## src/rtl/block_spi_master.sv

```systemverilog
// SPI mode-0 master with active-high CS: sends one 16-bit {address, data} frame MSB first
// and shifts SPI_MISO in on each SCK rising edge for read-back.
module block_spi_master #(
    parameter int CLK_DIV = 2,
    parameter int CS_GAP  = 4
) (
    input  logic        clk,
    input  logic        reset,
    input  logic        start,
    input  logic [7:0]  address_in,
    input  logic [7:0]  data_in,
    output logic        busy,
    output logic        done,
    output logic [15:0] rx_data,
    output logic        SPI_SCK,
    output logic        SPI_CS,
    output logic        SPI_MOSI,
    input  logic        SPI_MISO
);

    localparam int MAX_CNT = (CLK_DIV > CS_GAP) ? CLK_DIV : CS_GAP;
    localparam int CW      = $clog2(MAX_CNT) + 1;
    localparam logic [CW-1:0] DIV_LAST = CW'(CLK_DIV - 1);
    localparam logic [CW-1:0] GAP_LAST = CW'(CS_GAP - 1);
    localparam logic [CW-1:0] CNT_ONE  = CW'(1);

    typedef enum logic [2:0] {
        IDLE,
        SETUP,
        SCK_HI,
        SCK_LO,
        GAP
    } state_t;

    state_t          state_reg, state_next;
    logic [CW-1:0]   cnt_reg, cnt_next;
    logic [3:0]      bit_reg, bit_next;
    logic [15:0]     tx_reg, tx_next;
    logic [15:0]     rx_shift_reg, rx_shift_next;
    logic [15:0]     rx_data_reg, rx_data_next;
    logic            sck_reg, sck_next;
    logic            cs_reg, cs_next;
    logic            mosi_reg, mosi_next;
    logic            busy_reg, busy_next;
    logic            done_reg, done_next;

    always_ff @(posedge clk) begin
        if (reset) begin
            state_reg    <= IDLE;
            cnt_reg      <= '0;
            bit_reg      <= '0;
            tx_reg       <= '0;
            rx_shift_reg <= '0;
            rx_data_reg  <= '0;
            sck_reg      <= 1'b0;
            cs_reg       <= 1'b0;
            mosi_reg     <= 1'b0;
            busy_reg     <= 1'b0;
            done_reg     <= 1'b0;
        end else begin
            state_reg    <= state_next;
            cnt_reg      <= cnt_next;
            bit_reg      <= bit_next;
            tx_reg       <= tx_next;
            rx_shift_reg <= rx_shift_next;
            rx_data_reg  <= rx_data_next;
            sck_reg      <= sck_next;
            cs_reg       <= cs_next;
            mosi_reg     <= mosi_next;
            busy_reg     <= busy_next;
            done_reg     <= done_next;
        end
    end

    // Outputs are registered and updated on the transition into each phase,
    // so SCK/CS/MOSI follow the state with no combinational glitches.
    always_comb begin
        state_next    = state_reg;
        cnt_next      = cnt_reg;
        bit_next      = bit_reg;
        tx_next       = tx_reg;
        rx_shift_next = rx_shift_reg;
        rx_data_next  = rx_data_reg;
        sck_next      = sck_reg;
        cs_next       = cs_reg;
        mosi_next     = mosi_reg;
        busy_next     = busy_reg;
        done_next     = 1'b0;

        case (state_reg)
            IDLE: begin
                sck_next  = 1'b0;
                cs_next   = 1'b0;
                mosi_next = 1'b0;
                if (start) begin
                    tx_next    = {address_in, data_in};
                    bit_next   = 4'd15;
                    cnt_next   = '0;
                    state_next = SETUP;
                    cs_next    = 1'b1;
                    mosi_next  = address_in[7];
                    busy_next  = 1'b1;
                end
            end
            SETUP: begin
                if (cnt_reg == DIV_LAST) begin
                    cnt_next      = '0;
                    state_next    = SCK_HI;
                    sck_next      = 1'b1;
                    rx_shift_next = {rx_shift_reg[14:0], SPI_MISO};
                end else begin
                    cnt_next = cnt_reg + CNT_ONE;
                end
            end
            SCK_HI: begin
                if (cnt_reg == DIV_LAST) begin
                    cnt_next   = '0;
                    state_next = SCK_LO;
                    sck_next   = 1'b0;
                    tx_next    = {tx_reg[14:0], 1'b0};
                    mosi_next  = tx_reg[14];
                end else begin
                    cnt_next = cnt_reg + CNT_ONE;
                end
            end
            SCK_LO: begin
                if (cnt_reg == DIV_LAST) begin
                    cnt_next = '0;
                    if (bit_reg == 4'd0) begin
                        state_next = GAP;
                        cs_next    = 1'b0;
                        mosi_next  = 1'b0;
                    end else begin
                        // Sampling MISO on the edge that raises SCK matches the far end's view.
                        bit_next      = bit_reg - 4'd1;
                        state_next    = SCK_HI;
                        sck_next      = 1'b1;
                        rx_shift_next = {rx_shift_reg[14:0], SPI_MISO};
                    end
                end else begin
                    cnt_next = cnt_reg + CNT_ONE;
                end
            end
            GAP: begin
                if (cnt_reg == GAP_LAST) begin
                    cnt_next     = '0;
                    state_next   = IDLE;
                    done_next    = 1'b1;
                    busy_next    = 1'b0;
                    rx_data_next = rx_shift_reg;
                end else begin
                    cnt_next = cnt_reg + CNT_ONE;
                end
            end
            default: begin
                state_next = IDLE;
            end
        endcase
    end

    assign busy     = busy_reg;
    assign done     = done_reg;
    assign rx_data  = rx_data_reg;
    assign SPI_SCK  = sck_reg;
    assign SPI_CS   = cs_reg;
    assign SPI_MOSI = mosi_reg;

endmodule

```

## config.mk

```make
export PLATFORM = sky130hd
export DESIGN_NAME = block_spi_master
export DESIGN_NICKNAME = d
export VERILOG_FILES = /design/src/rtl/block_spi_master.sv
export SDC_FILE = /design/constraint.sdc
export NUM_CORES = 1
export LEC_CHECK = 0
export CELL_PAD_IN_SITES_DETAIL_PLACEMENT = 1
export CELL_PAD_IN_SITES_GLOBAL_PLACEMENT = 1
export CORE_ASPECT_RATIO = 0.8
export CORE_MARGIN = 4
export CORE_UTILIZATION = 25
export CTS_BUF_LIST = sky130_fd_sc_hd__clkbuf_8
export CTS_CLUSTER_SIZE = 28
export DETAILED_ROUTE_END_ITERATION = 8
export PLACE_DENSITY = 0.64
export SLEW_MARGIN = 10
export SYNTH_ARGS = -nofsm -noshare
export SYNTH_HDL_FRONTEND = slang
export SYNTH_SLANG_ARGS = --single-unit
```

## constraint.sdc

```tcl
create_clock -name clk -period 2.1 [get_ports clk]
set_input_delay 0.315 -clock clk [delete_from_list [all_inputs] [get_ports clk]]
set_output_delay 0.315 -clock clk [all_outputs]
set_load 0.01 [all_outputs]
```

==> reports/metrics.yaml, run 1 <==
run_status:
  outcome: "completed"
setup_path:
  critical_path_required_ns: 2.35
  crit_path_end_kind: "register"
  critical_path_arrival_ns: 2.09
  start_kind: "register"
  crit_fanout: 4
  path_class: "register to register"
synthesis:
  synthesis.area_um2: 2625
  seq_area_frac_synth_pct: 47.28
  synth-edff-count: 0
  synth-compound-area-share_pct: 17.21
  synthXorXnorAreaFrac_pct: 0
  synth_top_cell_by_area: "dfxtp_1"
  synth_cell_types: 38
  synth_cells: 310
  synth_seq_cells: 62
  synth_top_family_by_area: "simple AND/OR/NAND/NOR gates"
  avgSynthCellArea_um2: 8.468
  yosysWarnings: 0
  synth_simple_gate_area_share_pct: 22.26
  synthTopCellsByArea: "dfxtp_1, nand2_1, a21oi_1"
  synth_top_flop_cell: "dfxtp_1"
  synth_top_area_share_pct: 47.28
  synth_fa_ha_area_share_pct: 2.383
  synthMuxAreaShare_pct: 5.338
  synth_nets: 335
  async_flop_share_pct: 0
sta:
  finalCriticalPeriod_ns: 1.841
  tns_ns: 0
  worstMarginPinSlew_ns: 0.8255
  hold_ws_ns: 0.4520
  layout_setup_ws_ns: 0.2593
  hold_viol: 0
  finClkSkew_ns: 0.009209
  fin_crit_sh_pct: 87.65
  slew-limit-headroom_pct: 44.97
  finalSetupViolations: 0
  grt_setup_unrepaired: "false"
  timing.fmax_ghz: 0.5433
  slew_viol_final: 0
detailed_routing:
  drc: 0
  wirelength_um: 6501
  routedWlPerCell_um: 13.21
  ant_nets: 0
  dr.pass1.iters: 4
  vias: 2221
  via_per_inst: 4.514
  initialDrtViolationCount: 68
pwr:
  leakage_nw: 1.135
  power.total_mw: 2.784
  power.density_nw_per_um2: 820.1
  ir_drop_v: 0.0002230
global_routing:
  grt_max_degree: 63
  grt_usage_pct: 11.31
  grt_antenna_before_repair: 0
  grt_pass1_vias: 2294
  grt_pass1_wl_um: 11040
  gr-total-overflow: 0
floorplan:
  core_um2: 10240
  die_width_um: 122.6
  rows: 33
  start_util_pct: 25.64
  io-pin-count: 41
  die_height_um: 99.65
  die-area_um2: 12210
placement:
  place_inst: 477
  hpwl_um: 4302
  place_congestion: 0.7367
  pre_cts_ws_ns: 0.2353
  portBuffers: 40
cells_and_area:
  nets: 373
  nFillCells: 1242
  syn2layout_area_growth_pct: 29.31
  num_antenna_cells: 0
  drive_gt1_share_pct: 8.807
  fin_cells: 492
clock_tree:
  tritoncts: "done"
  clkSinkCount: 62
  ctsHoldBuffers: 0
  h-tree-depth: 3
  post_cts_resized: 0
  cts-buffers-inserted: 9
  clockBufferDepth: 2
  clk-insertion-delay-late_ns: 0.33
  cts_setup_buffers: 0
  clk_pin_slew_worst_paths_ns: 0.07
  cts-root-buf: "clkbuf_8"
min_path:
  hold_class: "input pin to register"
flow_run:
  maxCapViolCount: 0
[cell type report]
cell class | instances | area [um2] | area share, %
repair buffers | 50 | 495.5 | 14.60
well taps | 140 | 175.2 | 5.160
multi-input cells | 219 | 1239 | 36.49
clock buffers | 11 | 151.4 | 4.460
clock inverters | 4 | 70.07 | 2.064
flip-flops and latches | 62 | 1241 | 36.56
inverters | 6 | 22.52 | 0.6635
[kinds of logic after synthesis]
logic type	Yosys count
simple gates	127
compound gates	73
flops	62
buf+inv	29
mux	14
fa+ha+maj	5
[cells in the final DEF, fill, tap and decap left out, types with 5 or more instances in the layout]
master	synthesis	final
a211oi_1	20	20
a21oi_1	40	40
buf_4	1	8
clkbuf_8	0	11
clkdlybuf4s50_1	0	39
dfxtp_1	62	62
ha_1	5	5
inv_1	6	6
mux2i_1	14	14
nand2_1	71	71
nand2b_1	6	6
nor2_1	27	27
[synthesized netlist by cell type, types with 2 or more instances]
master     instances
buf_2              8
nor2b_1            2
o31ai_1            3
nor2_1            27
and2_1             2
nor3b_1            2
nor3_1             3
a31oi_1            2
dfxtp_1           62
a21oi_1           40
inv_1              6
buf_6              3
a211oi_1          20
nand4bb_1          2
o21a_1             3
nand2_1           71
nand2b_1           6
mux2i_1           14
ha_1               5
clkbuf_1          11
[routing by layer]
metal  track usage, %  wire length (um)  part of all wire (%)
met3            4.036               261                   4.0
met1            13.88              3046                    47
met4            3.098                63                  0.97
met5                0                 0                     0
met2            18.79              3129                    48
[worst max-delay path: stages (launching register included)]
cell     delay, ns
dfxtp_1       0.35
ha_1          0.24
ha_1          0.22
or4b_1        0.51
o31ai_1       0.15
nor2_1        0.10
nor3_1        0.20
[where the power goes]
group / switching, mW / total, mW / internal [mW]
sequential: 0.0413 / 1.27 / 1.23
clock: 0.462 / 1.18 / 0.723
combinational: 0.170 / 0.324 / 0.154
[worst paths after layout]
check | startpoint | endpoint | slack, ns | cells after the start
worst max-delay path | cnt_reg[0]$_SDFFE_PP0P_ | state_reg[1]$_SDFFE_PP0P_ | 0.26 | 6
worst min-delay path | reset | done$_SDFF_PP0_ | 0.45 | 3
worst max register to register | cnt_reg[0]$_SDFFE_PP0P_ | state_reg[1]$_SDFFE_PP0P_ | 0.26 | 6
worst min register to register | rx_data[15]$_SDFFE_PP0P_ | rx_data[15]$_SDFFE_PP0P_ | 0.46 | 2
[through the flow]
| stage | utilization [%] | cell area, um2 |
|---|---|---|
| floorplan | - | 2625 |
| global placement | 30.99 | 3173 |
| detailed placement | 30.99 | 3173 |
| CTS | 33.15 | 3395 |
| global route | 33.15 | 3395 |
| finish | 33.15 | 3395 |
(Power assumes the default switching activity.)
==> inputs of run 2 (changes only) <==
--- a/config.mk
+++ b/config.mk
@@ -11,7 +11,6 @@
 export CORE_MARGIN = 4
 export CORE_UTILIZATION = 25
 export CTS_BUF_LIST = sky130_fd_sc_hd__clkbuf_8
-export CTS_CLUSTER_SIZE = 28
 export DETAILED_ROUTE_END_ITERATION = 8
 export PLACE_DENSITY = 0.64
 export SLEW_MARGIN = 10
==> constraint.sdc (replaced) <==
create_clock -name clk -period 1.74 [get_ports clk]
set_input_delay 0.261 -clock clk [delete_from_list [all_inputs] [get_ports clk]]
set_output_delay 0.261 -clock clk [all_outputs]
set_load 0.01 [all_outputs]
==> run 2 against run 1 <==
Net effect:
- sequential share of layout area down 1.7 points
- clock skew is 0.0048 ns lower
- flip-flop and latch count unchanged
- utilization is 1.6 points higher
- total power increased by 13%
- count of clock-buffer cells in the layout is the same
- critical path type unchanged
- largest power group unchanged
- highest routed layer unchanged
==> reports/metrics.yaml, run 2 (synthesis gave the netlist of run 1 again) <==
detailed_routing:
  initialDrtViolationCount: 95  # +40%
  vias: 2290  # +3.1%
  wirelength_um: 6654  # +2.4%
  ant_nets: 0  # unchanged
  routedWlPerCell_um: 13.18  # -0.28%
  drc: 0  # unchanged
  dr.pass1.iters: 4  # unchanged
  via_per_inst: 4.535  # +0.45%
pwr:
  power.density_nw_per_um2: 883.1  # +7.7%
  leakage_nw: 1.209  # +6.5%
  power.total_mw: 3.146  # +13%
  ir_drop_v: 0.0003183  # +43%
floorplan:
  die-area_um2: 12210  # unchanged
  die_width_um: 122.6  # unchanged
  rows: 33  # unchanged
  core_um2: 10240  # unchanged
  start_util_pct: 25.64  # unchanged
  io-pin-count: 41  # unchanged
  die_height_um: 99.65  # unchanged
sta:
  grt_setup_unrepaired: "true"
  finalCriticalPeriod_ns: 1.678  # -0.1623 ns
  layout_setup_ws_ns: 0.06161  # -0.1977 ns
  slew-limit-headroom_pct: 66.51  # +22 points
  timing.fmax_ghz: 0.5958  # +9.7%
  tns_ns: 0  # unchanged
  fin_crit_sh_pct: 96.46  # +8.8 points
  hold_viol: 0  # unchanged
  finClkSkew_ns: 0.004443  # -0.004767 ns
  hold_ws_ns: 0.3880  # -0.06402 ns
  worstMarginPinSlew_ns: 0.5024  # -0.3231 ns
  slew_viol_final: 0  # unchanged
  finalSetupViolations: 0  # unchanged
setup_path:
  max_stage_delay_ns: 0.50  # about the same
  critical-path-slowest-cell: "or4b_4"
  critical_path_required_ns: 2.00  # -0.35 ns
  crit_chain: "ha_1 -> ha_2 -> or4b_4 -> o31ai_4 -> nor2_1 -> a211oi_2"
  start_kind: "register"
  critical_path_arrival_ns: 1.94  # -0.15 ns
  crit_fanout: 3  # -1
  reg2reg_depth: 6  # unchanged
  path_class: "register to register"
  crit_path_end_kind: "register"
global_routing:
  grt_pass1_vias: 2267  # -1.2%
  grt_max_degree: 30  # -52%
  grt_pass1_wl_um: 10980  # -0.57%
  grt_antenna_before_repair: 0  # unchanged
  grt_usage_pct: 11.37  # +0.057 points
  gr-total-overflow: 0  # unchanged
run_status:
  outcome: "completed"
clock_tree:
  h-tree-depth: 3  # unchanged
  clk-insertion-delay-late_ns: 0.34  # about the same
  clk_pin_slew_worst_paths_ns: 0.07  # about the same
  cts-root-buf: "clkbuf_8"
  cts-buffers-inserted: 9  # unchanged
  cts_setup_buffers: 0  # unchanged
  tritoncts: "done"
  clkSinkCount: 62  # unchanged
  clockBufferDepth: 2  # unchanged
cells_and_area:
  layout_commonest_cell: "nand2_1"
  num_antenna_cells: 0  # unchanged
  nFillCells: 1236  # -0.48%
  stdcell_area_um2: 3562  # +4.9%
  syn2layout_area_growth_pct: 35.70
  layout_common_cells: "nand2_1, dfxtp_1, a21oi_1"
  nets: 386  # +3.5%
  drive_gt1_share_pct: 14.79  # +6.0 points
placement:
  place_area_um2: 3313  # +4.4%
  portBuffers: 40  # unchanged
  pre_cts_ws_ns: -0.004791  # -0.2401 ns
  hpwl_um: 4636  # +7.8%
  place_congestion: 0.7246  # -1.6%
flow_run:
  maxCapViolCount: 0  # unchanged
min_path:
  hold_class: "input pin to register"
  hold_depth: 2  # -1
==> run 2: cell count changes in the layout (fill, tap and decap cells not counted), moves of 2 or more <==
cell and delta:
clkinvlp_4 +2, buf_12 +4, bufinv_16 -2, buf_4 +8, a211oi_2 +4, a211oi_1 -4
==> run 2: final cells by class <==
class / count / area (um2) / area share [%]
repair buffers: 63 / 660.6 / 18.55
inverters: 6 / 22.52 / 0.6322
clock inverters: 4 / 23.77 / 0.6674
flip-flops and latches: 62 / 1242 / 34.88
multi-input cells: 219 / 1286 / 36.11
well taps: 140 / 175.2 / 4.917
clock buffers: 11 / 151.4 / 4.250
==> run 2: report_power, final <==
part / switching, mW / total [mW] / internal, mW
registers: 0.0468 / 1.54 / 1.49
clock network: 0.556 / 1.13 / 0.579
logic: 0.237 / 0.475 / 0.238
total: 0.840 / 3.15 / 2.31
==> run 2: final timing paths <==
path / from / endpoint / slack (ns)
setup / recovery: cnt_reg[0]$_SDFFE_PP0P_ / cnt_reg[0]$_SDFFE_PP0P_ / 0.06
hold / removal: reset / rx_data[2]$_SDFFE_PP0P_ / 0.39
setup reg to reg: cnt_reg[0]$_SDFFE_PP0P_ / cnt_reg[0]$_SDFFE_PP0P_ / 0.06
hold reg to reg: rx_data[5]$_SDFFE_PP0P_ / rx_data[5]$_SDFFE_PP0P_ / 0.45
==> run 2: repair_timing <==
action                     4_1_cts  5_1_grt
pin swaps                        1        1
hold buffers                     0        0
setup endpoints to repair        2       31
gates resized for setup          2       10
cloned                           0        1
==> run 2: through the flow <==
stage | std cells | utilization, %
CTS | 504 | 34.15
finish | 505 | 34.79
global route | 505 | 34.79
global placement | 489 | 32.36
floorplan | 310 | -
detailed placement | 489 | 32.36
==> run 2: worst max-delay path: cells and delay by family (launching register included) <==
family                   cells  cell delay [ns]
adder cells (fa/ha/maj)      2             0.41
AND/OR/NAND/NOR              2             0.59
AO/OA/AOI/OAI                2             0.27
flip-flops                   1             0.33
==> run 2: per-layer routing <==
metal / vias up / GRT usage (%) / routed length (um)
li1: 1163 / - / -
met1: 1095 / 15.10 / 3181
met2: 22 / 17.31 / 3165
met3: 10 / 2.956 / 176
met4: 0 / 5.164 / 131
met5: - / 0 / 0
